`src/rtl/ex_mem_stage.sv`:
```
// EX/MEM pipeline register with overflow trapping. The register captures the EX
// instruction on accept. A trapped signed overflow holds an exception request until it is acknowledged.
//
//   state | meaning
//   RUN   | normal flow; ex_ready follows !mem_stall
//   TRAP  | overflow exception pending; EX is stalled until exc_ack
module ex_mem_stage #(
  parameter logic [4:0] EXC_OVF = 5'h0C
) (
  input  logic        clk,
  input  logic        rst_n,
  input  logic        ex_valid,
  output logic        ex_ready,
  input  logic [31:0] ex_pc,
  input  logic [31:0] ex_sum,
  input  logic        ex_over,
  input  logic        ex_trap_en,
  input  logic [4:0]  ex_rd,
  input  logic        ex_reg_we,
  input  logic        ex_mem_re,
  input  logic        ex_mem_we,
  input  logic [31:0] ex_store_data,
  input  logic        mem_stall,
  input  logic        flush,
  input  logic        exc_ack,
  output logic        mem_valid,
  output logic [31:0] mem_pc,
  output logic [31:0] mem_alu_result,
  output logic [31:0] mem_store_data,
  output logic [4:0]  mem_rd,
  output logic        mem_reg_we,
  output logic        mem_mem_re,
  output logic        mem_mem_we,
  output logic        exc_req,
  output logic [31:0] exc_pc,
  output logic [4:0]  exc_code,
  output logic [15:0] ovf_count
);

  typedef enum logic {
    RUN  = 1'b0,
    TRAP = 1'b1
  } state_t;

  state_t      state_q;
  logic        mem_valid_q;
  logic [31:0] mem_pc_q;
  logic [31:0] mem_alu_result_q;
  logic [31:0] mem_store_data_q;
  logic [4:0]  mem_rd_q;
  logic        mem_reg_we_q;
  logic        mem_mem_re_q;
  logic        mem_mem_we_q;
  logic        exc_req_q;
  logic [31:0] exc_pc_q;
  logic [4:0]  exc_code_q;
  logic [15:0] ovf_count_q;
  logic [15:0] ovf_count_d;

  logic accept;
  logic trap;

  assign ex_ready    = rst_n && (state_q == RUN) && !mem_stall;
  assign accept      = ex_valid && ex_ready && !flush;
  assign trap        = accept && ex_over && ex_trap_en;
  assign ovf_count_d = (ovf_count_q == 16'hFFFF) ? ovf_count_q : ovf_count_q + 16'd1;

  always_ff @(posedge clk) begin
    if (!rst_n) begin
      state_q          <= RUN;
      mem_valid_q      <= 1'b0;
      mem_pc_q         <= '0;
      mem_alu_result_q <= '0;
      mem_store_data_q <= '0;
      mem_rd_q         <= '0;
      mem_reg_we_q     <= 1'b0;
      mem_mem_re_q     <= 1'b0;
      mem_mem_we_q     <= 1'b0;
      exc_req_q        <= 1'b0;
      exc_pc_q         <= '0;
      exc_code_q       <= '0;
      ovf_count_q      <= '0;
    end else if (state_q == RUN) begin
      if (trap) begin
        // The faulting instruction never reaches MEM; its data fields are left as they were.
        state_q      <= TRAP;
        mem_valid_q  <= 1'b0;
        mem_reg_we_q <= 1'b0;
        mem_mem_re_q <= 1'b0;
        mem_mem_we_q <= 1'b0;
        exc_req_q    <= 1'b1;
        exc_pc_q     <= ex_pc;
        exc_code_q   <= EXC_OVF;
        ovf_count_q  <= ovf_count_d;
      end else if (accept) begin
        mem_valid_q      <= 1'b1;
        mem_pc_q         <= ex_pc;
        mem_alu_result_q <= ex_sum;
        mem_store_data_q <= ex_store_data;
        mem_rd_q         <= ex_rd;
        mem_reg_we_q     <= ex_reg_we;
        mem_mem_re_q     <= ex_mem_re;
        mem_mem_we_q     <= ex_mem_we;
      end else if (flush || !mem_stall) begin
        mem_valid_q  <= 1'b0;
        mem_reg_we_q <= 1'b0;
        mem_mem_re_q <= 1'b0;
        mem_mem_we_q <= 1'b0;
      end
    end else if (exc_ack) begin
      state_q   <= RUN;
      exc_req_q <= 1'b0;
    end
  end

  assign mem_valid      = mem_valid_q;
  assign mem_pc         = mem_pc_q;
  assign mem_alu_result = mem_alu_result_q;
  assign mem_store_data = mem_store_data_q;
  assign mem_rd         = mem_rd_q;
  assign mem_reg_we     = mem_reg_we_q;
  assign mem_mem_re     = mem_mem_re_q;
  assign mem_mem_we     = mem_mem_we_q;
  assign exc_req        = exc_req_q;
  assign exc_pc         = exc_pc_q;
  assign exc_code       = exc_code_q;
  assign ovf_count      = ovf_count_q;

endmodule

```
`config.mk`:
```
export PLATFORM = sky130hd
export DESIGN_NAME = ex_mem_stage
export DESIGN_NICKNAME = d
export VERILOG_FILES = /design/src/rtl/ex_mem_stage.sv
export SDC_FILE = /design/constraint.sdc
export NUM_CORES = 1
export LEC_CHECK = 0
export CORE_MARGIN = 2
export CORE_UTILIZATION = 44
export CTS_CLUSTER_DIAMETER = 200
export DETAILED_ROUTE_END_ITERATION = 8
export MAX_ROUTING_LAYER = met4
export PLACE_DENSITY = 0.86
export SYNTH_ARGS = -nofsm -noshare
export SYNTH_HDL_FRONTEND = slang
export SYNTH_SLANG_ARGS = --single-unit
```
`constraint.sdc`:
```
create_clock -name clk -period 4.65 [get_ports clk]
set_input_delay 0.6975 -clock clk [delete_from_list [all_inputs] [get_ports clk]]
set_output_delay 0.6975 -clock clk [all_outputs]
set_load 0.02 [all_outputs]
```
# --- Word level (Yosys, flattened, before mapping) ---
# Cells that the tools add are included.
word_totals:
  input_bits: 112
  out_inout_bits: 160
  ff_bits: 156
op_classes:
  addsub: 1
  n_mux: 15
  reduce_logical: 16
  eq_ne: 2
  bitwise: 3
ops:
  columns: ["operator", "n"]
  rows:
  - ["adder 16 x 1 -> 16 bit (second input constant)", 1]
  - ["== test 16 bit (second input constant)", 1]
  - ["2-to-1 mux 1 bit", 15]
  - ["logical AND 1 bit", 6]
  - ["AND reduction 2 bit", 3]
  - ["AND reduction 3 bit", 2]
  - ["inverter 1 bit", 3]
  - ["nonzero test 3 bit", 1]
  - ["logical NOT 1 bit", 2]
  - ["inequality test 2 bit (second input constant)", 1]
  - ["nonzero test 2 bit", 1]
  - ["logical OR 1 bit", 1]

# --- Logic depth before layout (Yosys ltp) ---
depth:
  ltp_word: 9
  mapped_depth: 7

# --- Least setup slack after synthesis ---
# Ideal clock, no wire load.
synth_path:
  path_type: "input -> register"
  start: "input port rst_n"
  end: "register ovf_count_q[13], in the netlist ovf_count[13]"
  arrival_ps: 1963
  setup_slack_ps: 2617
  cell_stages: 5
  setup_ps: 70
  path_cell_list: "nor3b_4 -> nand4_1 -> buf_2 -> or4_1 -> a21oi_1"
synth_between:
  elab_chain_len: 7
synth_lines:
  columns: ["element", "line_no", "source"]
  rows:
  - ["start, declared", "11", "input logic rst_n,"]
  - ["logical AND 1 bit (2 in series)", "63", "assign ex_ready = rst_n && (state_q == RUN) && !mem_stall;"]
  - ["logical AND 1 bit (2 in series)", "64", "assign accept = ex_valid && ex_ready && !flush;"]
  - ["logical AND 1 bit (2 in series)", "65", "assign trap = accept && ex_over && ex_trap_en;"]
  - ["AND reduction 3 bit (no source line)", null, null]
  - ["end signal, assigned", "94", "ovf_count_q <= ovf_count_d;"]
  - ["end, declared", "57", "logic [15:0] ovf_count_q;"]
# Parallel ways exist; a longest one is shown, timed or not.
# A chain may end at the register's enable or synchronous reset.

# --- Worst setup path in the final report ---
layout_path:
  start: "input port rst_n"
  end: "output port ex_ready"
layout_between:
  elab_chain_len: 2
layout_lines:
  columns: ["element", "line_no", "source"]
  rows:
  - ["logical AND 1 bit (2 in series)", "63", null]
  - ["end, declared", "13", "output logic ex_ready,"]
# Every way passes these cells.

==> flow_summary_export.csv <==
group,metric,value,unit
clocking,h-tree-depth,4,
clocking,cts_setup_buffers,0,
route,antenna_left,0,
critical_path,crit_path_frequent_cell,"clkdlybuf4s50_1",
critical_path,required,3.95,ns
critical_path,critPathTopFamily,"buffers and inverters",
final_layout,area_delta_synth_final,58.89,%
critical_path,startpoint_type,"primary input",
synth,yosysTopAreaCell,"dfxtp_1",
worst_hold_path,hp-start,"mem_pc[20]",
final_layout,drive_above_1_share,3.958,%
synth,synth.area.top_cells,"dfxtp_1 (55%), nand2_1 (18%), a21oi_1 (13%)",
placement,port_buffers,268,
timing,timing.hold.ws,0.4511,ns
synth,yosys_warnings,0,
worst_hold_path,worstHoldPathCells,2,
synth,syn_area_per_cell,7.976,um^2
placement,place_area,8371,um^2
floorplan,io_pins,272,
critical_path,critPathSlowestCell,"clkdlybuf4s50_1",
critical_path,reg2regPathDepth,5,
timing,relSlewSlack,20.14,%
timing,max_freq,323.5,MHz
clocking,clk_path_buf_depth,2,
synth,synthesis.area,5639,um^2
grt,grt_pass1_vias,4952,
power,leakagePower,0.002997,uW
timing,min_period,3.092,ns
critical_path,path_max_fanout,8,
power,internal_power,2341,uW
placement,hpwl,11.60,mm
worst_hold_path,holdPathEnd,"mem_pc[20]",
route,route.detailed.drc,0,
critical_path,timing.rr.start,"ovf_count[0]",
critical_path,cp_data_arrival_time,2.39,ns
floorplan,coreArea,12570,um^2
power,power_switching_share,20.84,%
final_layout,finish.instance_area,8960,um^2
power,p_clk_share,46.0,%
timing,fin_skew,0.005303,ns
floorplan,die_w,117.2,um
timing,finalHoldViolations,0,
synth,synth_ff_type,"dfxtp_1",
route,viasPerCell,5.049,
synth,synthDistinctLibCells,32,
critical_path,critPathMaxStageDelay,0.67,ns
critical_path,critPathKind,"primary input to primary output",
power,power_switching,616.5,uW
synth,synth_cells,707,
timing,rsz0062_at_grt,"false",
timing,setup_ws,1.558,ns
synth,synth_top_area_share,55.38,%
critical_path,r2r-end,"ovf_count[6]",
timing,finalCritPeriodShare,66.49,%
route,wirelength,17.07,mm
clocking,cts_tree,"yes",
synth,synth-edff-count,0,
final_layout,final_util,71.29,%
placement,finalWeightedCongestion,0.8089,
timing,tns,0,ns
clocking,hold_buffers,0,
power,pwr-share-comb,7.9,%
floorplan,fp.dieH,117.2,um
clocking,cts_buffers,17,
final_layout,filler_cell_count,962,
timing,slew_violations,0,
flow_run,cap_violations,0,
synth,ys_seq_area_share,55.38,%
clocking,ctsResizeCount,0,
grt,antenna_found_initial,0,
floorplan,rows,41,
critical_path,path_buf_inv,2,
run_status,status,"completed",
route,vias,5715,
grt,grt_max_degree,102,
timing,max_slew.worst_pin.slew,1.188,ns
power,ir_worst_vdd,0.0002475,V
final_layout,layout_commonest_cell,"nand2_1",
final_layout,nets,1061,
critical_path,worstPathCellList,"clkdlybuf4s50_1, nor3b_4, clkdlybuf4s50_1",
critical_path,critical_path.endpoint_type,"primary output",
route,route.detailed.wl_per_inst,15.08,um
grt,grt_usage,24.25,%
placement,pre_cts_ws,1.365,ns
grt,grt_remaining_overflow,0,
grt,grt_pass1_wl,25.01,mm
power,pwr-share-seq,46.1,%
power,pwr_density_cell,330.1,nW/um^2
floorplan,start_util,44.87,%
worst_hold_path,hold_class,"flop to flop",
route,dr.pass1.iters,6,
timing,setup_viol_count_final,0,
clocking,cts-root-buf,"clkbuf_16",
floorplan,die-area,13740,um^2
final_layout,final_cell_mix,"nand2_1 (276), clkdlybuf4s50_1 (268), dfxtp_1 (156)",
critical_path,rrSetupSlack,2.29,ns
clocking,clkSinkCount,156,
clocking,clk_pin_slew,0.06,ns
route,drt_iter0_markers,524,
final_layout,n_antenna_cell,0,
clocking,clk-insertion-delay-late,0.41,ns
synth,ys_async_sr_fraction,0,%
synth,yosys_register_bits,156,
==> cells in the mapped netlist, drive strengths merged (2+ instances only) <==
master and instances:
nand2 276, dfxtp 156, a21oi 148, clkbuf 35
buf 19, or4 8, nor2 7, nand4 6
o31ai 6, o41ai 5, inv 4, nand3 4
o21ai 4, a22oi 3, and3 3, nand2b 3
o311ai 3, or3 3, and2 2, and4 2
==> state kept, by name (all words and copies together) (netlist names) <==
signal          flops
exc_req             1
mem_rd              5
mem_store_data     32
exc_pc             32
mem_alu_result     32
mem_pc             32
ovf_count          16
state_q             1
mem_mem_we          1
mem_valid           1
mem_reg_we          1
mem_mem_re          1
exc_code            1
==> logic make-up after synthesis <==
logic type | count (synthesis) | share of synthesized area [%]
other cells | 1 | 0.06650
flops | 156 | 55.38
buf+inv | 58 | 4.460
compound gates | 171 | 16.22
fa+ha+maj | 1 | 0.2218
mux | 1 | 0.1775
simple gates | 319 | 23.47
==> routing by layer <==
layer / global-route usage [%] / vias to the layer above / part of all wire [%]
li1: - / 2824 / -
met1: 27.44 / 2640 / 39
met2: 39.39 / 208 / 50
met3: 7.003 / 43 / 7.5
met4: 11.76 / 0 / 3.4
met5: - / - / 0
==> worst max-delay path by stage <==
stage	endpoint	slack, ns	from	cells after the start
after floorplan	ovf_count[13]	2.62	rst_n	5
final	ex_ready	1.56	rst_n	3
after detailed placement	ovf_count[3]	1.36	rst_n	6
after global routing	ex_ready	1.49	rst_n	3
after CTS	ex_ready	1.56	rst_n	3
after global placement	ovf_count[4]	1.45	rst_n	6
==> worst reg2reg max path: stages, from the launching register on <==
cell	delay, ns
dfxtp_1	0.38
ha_1	0.23
nand4_1	0.23
nor4_2	1.05
o311ai_0	0.26
o41ai_1	0.11
==> per-stage QoR <==
step / power (uW) / std cells
detailed placement: 1625 / 1101
global route: 3057 / 1132
CTS: 2981 / 1132
floorplan: 1475 / 709
global placement: 1623 / 1101
finish: 2958 / 1132
==> cell type report <==
type	count	area, um^2	area share [%]
Sequential cell	156	3123	34.86
Tap cell	172	215.2	2.402
Multi-Input combinational cell	495	2275	25.39
Clock buffer	25	505.5	5.642
Inverter	4	17.52	0.1955
Timing Repair Buffer	274	2740	30.58
Clock inverter	6	83.83	0.9356
==> power groups by stage <==
stage	sequential (uW)	combinational [uW]	clock (uW)
2_1_floorplan	1420	59.7	0
3_3_place_gp	1390	231	0
3_5_place_dp	1390	232	0
4_1_cts	1360	233	1380
5_1_grt	1370	249	1440
6_report	1360	232	1360
Power figures use the tool's default switching activity.
